### config.mk
export PLATFORM = sky130hd
export DESIGN_NAME = boxcar_decimator
export DESIGN_NICKNAME = d
export VERILOG_FILES = /design/src/rtl/decim_pkg.sv /design/src/rtl/decim_accum.sv /design/src/rtl/boxcar_decimator.sv
export SDC_FILE = /design/constraint.sdc
export NUM_CORES = 1
export LEC_CHECK = 0
export CAP_MARGIN = 10
export CORE_MARGIN = 3
export CORE_UTILIZATION = 56
export CTS_CLUSTER_DIAMETER = 50
export CTS_CLUSTER_SIZE = 25
export DETAILED_ROUTE_END_ITERATION = 12
export PLACE_DENSITY = 0.85
export SLEW_MARGIN = 5
export SYNTH_ARGS = -nofsm -noshare
export SYNTH_HDL_FRONTEND = slang
export SYNTH_HIERARCHICAL = 1
export SYNTH_SLANG_ARGS = --single-unit
### constraint.sdc
create_clock -name clk_clk -period 2.3 [get_ports clk_clk]
set_clock_uncertainty 0.1 [all_clocks]
set_input_delay 0.46 -clock clk_clk [delete_from_list [all_inputs] [get_ports clk_clk]]
set_output_delay 0.46 -clock clk_clk [all_outputs]
set_load 0.02 [all_outputs]
### src/rtl/decim_pkg.sv
// Shared definitions for the boxcar decimator: FIFO data width and the
// Avalon write-side FSM state type.
package decim_pkg;

    localparam int unsigned FIFO_DW = 32;

    typedef enum logic [0:0] {
        IDLE,
        WRITE
    } wr_state_e;

endpackage

### src/rtl/decim_accum.sv
// Boxcar accumulator and sample counter. Sums N = 2**DECIM_LOG2 accepted
// samples and emits the floored mean together with a one-cycle result_valid_o
// on the edge that accepts the last sample of the group.
module decim_accum
    import decim_pkg::*;
#(
    parameter int unsigned DATA_W     = 16,
    parameter int unsigned DECIM_LOG2 = 3
) (
    input  logic                     clk_i,
    input  logic                     rst_ni,
    input  logic                     enable_i,
    input  logic                     in_valid_i,
    input  logic signed [DATA_W-1:0] in_data_i,
    output logic signed [DATA_W-1:0] result_o,
    output logic                     result_valid_o
);

    localparam int unsigned AccW = DATA_W + DECIM_LOG2;

    logic signed [AccW-1:0]  acc_q, acc_d;
    logic [DECIM_LOG2-1:0]   cnt_q, cnt_d;
    logic signed [AccW-1:0]  sum;
    logic                    take;
    logic                    last;

    // Next-state for accumulator/counter plus the combinational result.
    always_comb begin
        take  = enable_i & in_valid_i;
        last  = take && (cnt_q == {DECIM_LOG2{1'b1}});
        sum   = acc_q + {{DECIM_LOG2{in_data_i[DATA_W-1]}}, in_data_i};
        acc_d = acc_q;
        cnt_d = cnt_q;
        if (!enable_i) begin
            acc_d = '0;
            cnt_d = '0;
        end else if (take) begin
            // Counter is exactly DECIM_LOG2 bits wide, so N-1 wraps to 0.
            cnt_d = cnt_q + 1'b1;
            acc_d = last ? '0 : sum;
        end
        // Dropping the low DECIM_LOG2 bits of a signed sum is an arithmetic
        // right shift (floor); the remaining DATA_W bits always hold the mean.
        result_o       = sum[AccW-1:DECIM_LOG2];
        result_valid_o = last;
    end

    // Accumulator and sample counter registers.
    always_ff @(posedge clk_i or negedge rst_ni) begin
        if (!rst_ni) begin
            acc_q <= '0;
            cnt_q <= '0;
        end else begin
            acc_q <= acc_d;
            cnt_q <= cnt_d;
        end
    end

endmodule

### src/rtl/boxcar_decimator.sv
// Boxcar decimator with an Avalon-MM FIFO write master. Each group of
// 2**DECIM_LOG2 samples yields one sign-extended mean written to the FIFO.
// A result arriving while an earlier write is still stalled is discarded.
// Optional macro DECIM_DROP_CNT_EN adds a saturating drop_count output.
module boxcar_decimator
    import decim_pkg::*;
#(
    parameter int unsigned DATA_W     = 16,
    parameter int unsigned DECIM_LOG2 = 3
) (
    input  logic                     clk_clk,
    input  logic                     reset_reset_n,
    input  logic                     enable,
    input  logic                     in_valid,
    input  logic signed [DATA_W-1:0] in_data,
    output logic [FIFO_DW-1:0]       fifo_0_in_writedata,
    output logic                     fifo_0_in_write,
    input  logic                     fifo_0_in_waitrequest
`ifdef DECIM_DROP_CNT_EN
    ,
    output logic [15:0]              drop_count
`endif
);

    logic [1:0]              rst_sync_q;
    logic                    rst_n;
    logic signed [DATA_W-1:0] result;
    logic                    res_valid;
    logic [FIFO_DW-1:0]      res_ext;
    wr_state_e               state_q, state_d;
    logic [FIFO_DW-1:0]      wdata_q, wdata_d;
`ifdef DECIM_DROP_CNT_EN
    logic                    discard;
    logic [15:0]             drop_q, drop_d;
`endif

    // Reset synchroniser: asserts immediately, releases two edges later.
    always_ff @(posedge clk_clk or negedge reset_reset_n) begin
        if (!reset_reset_n) begin
            rst_sync_q <= '0;
        end else begin
            rst_sync_q <= {rst_sync_q[0], 1'b1};
        end
    end

    assign rst_n = rst_sync_q[1];

    decim_accum #(
        .DATA_W     (DATA_W),
        .DECIM_LOG2 (DECIM_LOG2)
    ) u_accum (
        .clk_i          (clk_clk),
        .rst_ni         (rst_n),
        .enable_i       (enable),
        .in_valid_i     (in_valid),
        .in_data_i      (in_data),
        .result_o       (result),
        .result_valid_o (res_valid)
    );

    assign res_ext = {{(FIFO_DW - DATA_W){result[DATA_W-1]}}, result};

    // Write FSM: load on result, hold while stalled, reload back-to-back.
    always_comb begin
        state_d = state_q;
        wdata_d = wdata_q;
`ifdef DECIM_DROP_CNT_EN
        discard = 1'b0;
`endif
        unique case (state_q)
            IDLE: begin
                if (res_valid) begin
                    state_d = WRITE;
                    wdata_d = res_ext;
                end
            end
            WRITE: begin
                if (!fifo_0_in_waitrequest) begin
                    if (res_valid) begin
                        wdata_d = res_ext;
                    end else begin
                        state_d = IDLE;
                    end
                end
`ifdef DECIM_DROP_CNT_EN
                else if (res_valid) begin
                    discard = 1'b1;
                end
`endif
            end
            default: state_d = IDLE;
        endcase
    end

    // FSM state and write data registers.
    always_ff @(posedge clk_clk or negedge rst_n) begin
        if (!rst_n) begin
            state_q <= IDLE;
            wdata_q <= '0;
        end else begin
            state_q <= state_d;
            wdata_q <= wdata_d;
        end
    end

    assign fifo_0_in_write     = (state_q == WRITE);
    assign fifo_0_in_writedata = wdata_q;

`ifdef DECIM_DROP_CNT_EN
    // Saturating count of results discarded behind a stalled write.
    always_comb begin
        drop_d = drop_q;
        if (discard && (drop_q != 16'hFFFF)) begin
            drop_d = drop_q + 16'd1;
        end
    end

    // Drop counter register, cleared only by reset.
    always_ff @(posedge clk_clk or negedge rst_n) begin
        if (!rst_n) begin
            drop_q <= '0;
        end else begin
            drop_q <= drop_d;
        end
    end

    assign drop_count = drop_q;
`endif

endmodule

==> qor.yml <==
pin_count: 54
avgViaCountPerCell: 6.27
syn_inst: 268
rsz0062_at_grt: "true"
synth_edf_count: 0
fp.coreArea_sq_mm: 0.00479
synth_top_area_frac: 0.366
max_freq_ghz: 0.375
synthArstFlopShare: 1.00
grt_pass1_vias: 2727
r2r_end: "fifo_0_in_writedata[13]"
clk_latency_ns: 0.30
routedWlPerCell_um: 22.1
ys_top_cells_by_area: "dfrtp_1 37%, ha_1 8.9%, mux2_4 5.4%"
syn_nets: 310
rr_startpoint: "u_accum/acc_q[0]"
power_density_mw_per_mm2: 691
max_stage_delay_ns: 0.43
final_nets: 406
min_period_ns: 2.67
leakage_nw: 1.91
start_util: 0.586
status: "finished, violations left"
grt_pass1_wl_um: 13300
crit_fanout: 3
num_vias: 2720
slew_headroom: 0.617
crit_slowest_cell: "dfrtp_1"
seq_area_frac_synth: 0.366
max_cap_viol_count: 0
gr-total-overflow: 0
area_growth_pct: 49.6
critical_path_class: "reg -> reg"
ys_types: 59
endpoint_kind: "flop"
hpwl_um: 5000
fp.dieH_um: 76.8
grt_util_all_layers: 0.279
ys_warn_count: 6
gr-max-usage-layer: "met2"
r2r_cells: 9
finalSetupViolCount: 14
register_area_sq_mm: 0.00103
htree_num_levels: 2
cp_cell_sequence: "ha_4 -> fa_2 -> a21oi_4 -> o21ai_2 -> o211ai_2 -> a31oi_1 -> or3_1 -> and2_1 -> mux2_4"
drc: 0
critPathBufInv: 0
violations: "negative setup slack"
timing.final.ws_setup_ns: -0.365
cts.sinks: 41
place_area_sq_mm: 0.00364
ys.flop_type: "dfrtp_1"
crit_path_start: "u_accum/acc_q[0]"
netlist_area_sq_mm: 0.00281
grt_util_met3: 0.0622
hold_path.class: "reg -> async"
worstMarginPinSlew_ns: 0.574
syn_area_per_cell_sq_um: 10.5
clkTransAtPathRegs_ns: 0.08
required_ns: 2.38
cp_top_family: "adder cells"
final_cell_area_sq_mm: 0.00420
fin_crit_sh: 1.16
portBuffers: 53
met2_usage: 0.498
row_count: 25
cts_buffers: 5
rrSetupSlack_ns: -0.37
grt_max_degree: 29
whs_ns: 0.134
setup-tns-final_ns: -1.81
cts-root-buf: "clkbuf_8"
met1_usage: 0.318
start_kind: "flop"
cts_tree: "done"
ant_nets: 0
drt-initial-drc-count: 426
cp.depth: 9
synth_top_area_cell: "dfrtp_1"
clockBufferDepth: 2
postCtsHoldBufs: 0
antenna_found_initial: 2
crit_path_end: "fifo_0_in_writedata[13]"
drive_above_1_share: 0.384
synth-seq-cells: 41
worstPathArrival_ns: 2.74
first_pass_iters: 7
gp_congestion: 0.935
final_max_slew_viol_count: 0
hold_viol_final: 0
fill_cells: 229
dieWidth_um: 76.8
multi_input_area_sq_mm: 0.00190
wl_um: 9600
die_area_sq_mm: 0.00589
ir_drop_mv: 0.584
[synthesized netlist by cell type (all sizes together), types with 2 or more instances]
cell and instances:
a21o 5, a21oi 21, a22o 12, a31oi 5, and2 4, and3 5
and4 2, buf 26, clkbuf 2, dfrtp 41, ha 20, inv 4
mux2 16, mux2i 3, nand2 16, nand3 6, nand3b 2, nand4 3
nand4b 2, nor2 10, nor2b 4, nor3 2, o211ai 6, o21a 2
o21ai 12, or2 2, xnor2 10, xor2 7
[sequential cells by signal (all words and copies together) (netlist names)]
signal	count
rst_sync_q	2
fifo_0_in_writedata	16
u_accum/acc_q	19
u_accum/cnt_q	3
fifo_0_in_write	1
[kinds of logic (layout without fill, tap and decap cells)]
family,count (synthesis),count (layout),share of synthesized area
AO/OA/AOI/OAI,77,77,0.203
AND/OR/NAND/NOR,60,60,0.113
flip-flops,41,41,0.366
buffers and inverters,32,129,0.0763
adder cells (fa/ha/maj),21,21,0.0963
multiplexers,19,19,0.0883
XOR/XNOR,17,17,0.0558
other,1,3,0.00134
[worst min path at each step]
stage                   from                endpoint  slack [ns]  cells past startpoint
3_3_place_gp   rst_sync_q[1]  fifo_0_in_writedata[0]        0.14                      0
3_5_place_dp   rst_sync_q[1]  fifo_0_in_writedata[0]        0.14                      0
6_report       rst_sync_q[1]         fifo_0_in_write        0.13                      0
2_1_floorplan  reset_reset_n           rst_sync_q[0]        0.06                      0
5_1_grt        rst_sync_q[1]         fifo_0_in_write        0.17                      0
4_1_cts        rst_sync_q[1]         fifo_0_in_write        0.15                      0
[cell type report]
cell class,count,area share
timing repair buffer,117,0.249
multi-input combinational,195,0.453
inverter,4,0.00447
clock buffer,7,0.0206
clock inverter,1,0.00716
antenna,2,0.00119
tap,67,0.0200
sequential,41,0.245
[per-stage QoR]
step | utilization | std cells | setup WS, ns | power (mW)
after floorplan | - | 268 | -0.152 | 1.52
after global placement | 0.760 | 410 | -0.632 | 1.85
after detailed placement | 0.760 | 410 | -0.687 | 1.89
after CTS | 0.834 | 424 | -0.189 | 2.64
after global routing | 0.877 | 434 | -0.382 | 3.03
final | 0.877 | 434 | -0.365 | 2.90
[where the power goes]
part / leakage, nW / internal (mW) / switching, mW
combinational: 1.30 / 0.701 / 0.709
clock: 0.0585 / 0.354 / 0.258
sequential: 0.551 / 0.791 / 0.0835
[layout by cell type (no fill, tap or decap), drive strengths merged, types with 5 or more instances in the layout]
cell type       n
buf            64
dfrtp          41
clkdlybuf4s50  39
a21oi          21
ha             20
nand2          16
mux2           16
a22o           12
o21ai          12
nor2           10
xnor2          10
dlygate4sd2     9
clkbuf          8
xor2            7
nand3           6
o211ai          6
a21o            5
a31oi           5
and3            5
[worst reg2reg max path, delay by kind of cell (launching register included)]
family,cells,cell delay [ns]
fa+ha+maj,2,0.60
mux,1,0.26
flops,1,0.43
compound gates,4,0.60
simple gates,2,0.57
[routing by layer]
layer | routed length, um | part of all wire
met3 | 749 | 0.078
met1 | 3540 | 0.37
met2 | 4810 | 0.50
met4 | 496 | 0.052
met5 | 0 | 0
[repair_timing]
item,4_1_cts,5_1_grt
buffers inserted,7,9
pin swaps,15,22
endpoints found under the setup margin,23,23
resized for setup,37,32
endpoints found under the hold margin,0,0
Note: power is estimated with default switching activity, not from simulation.
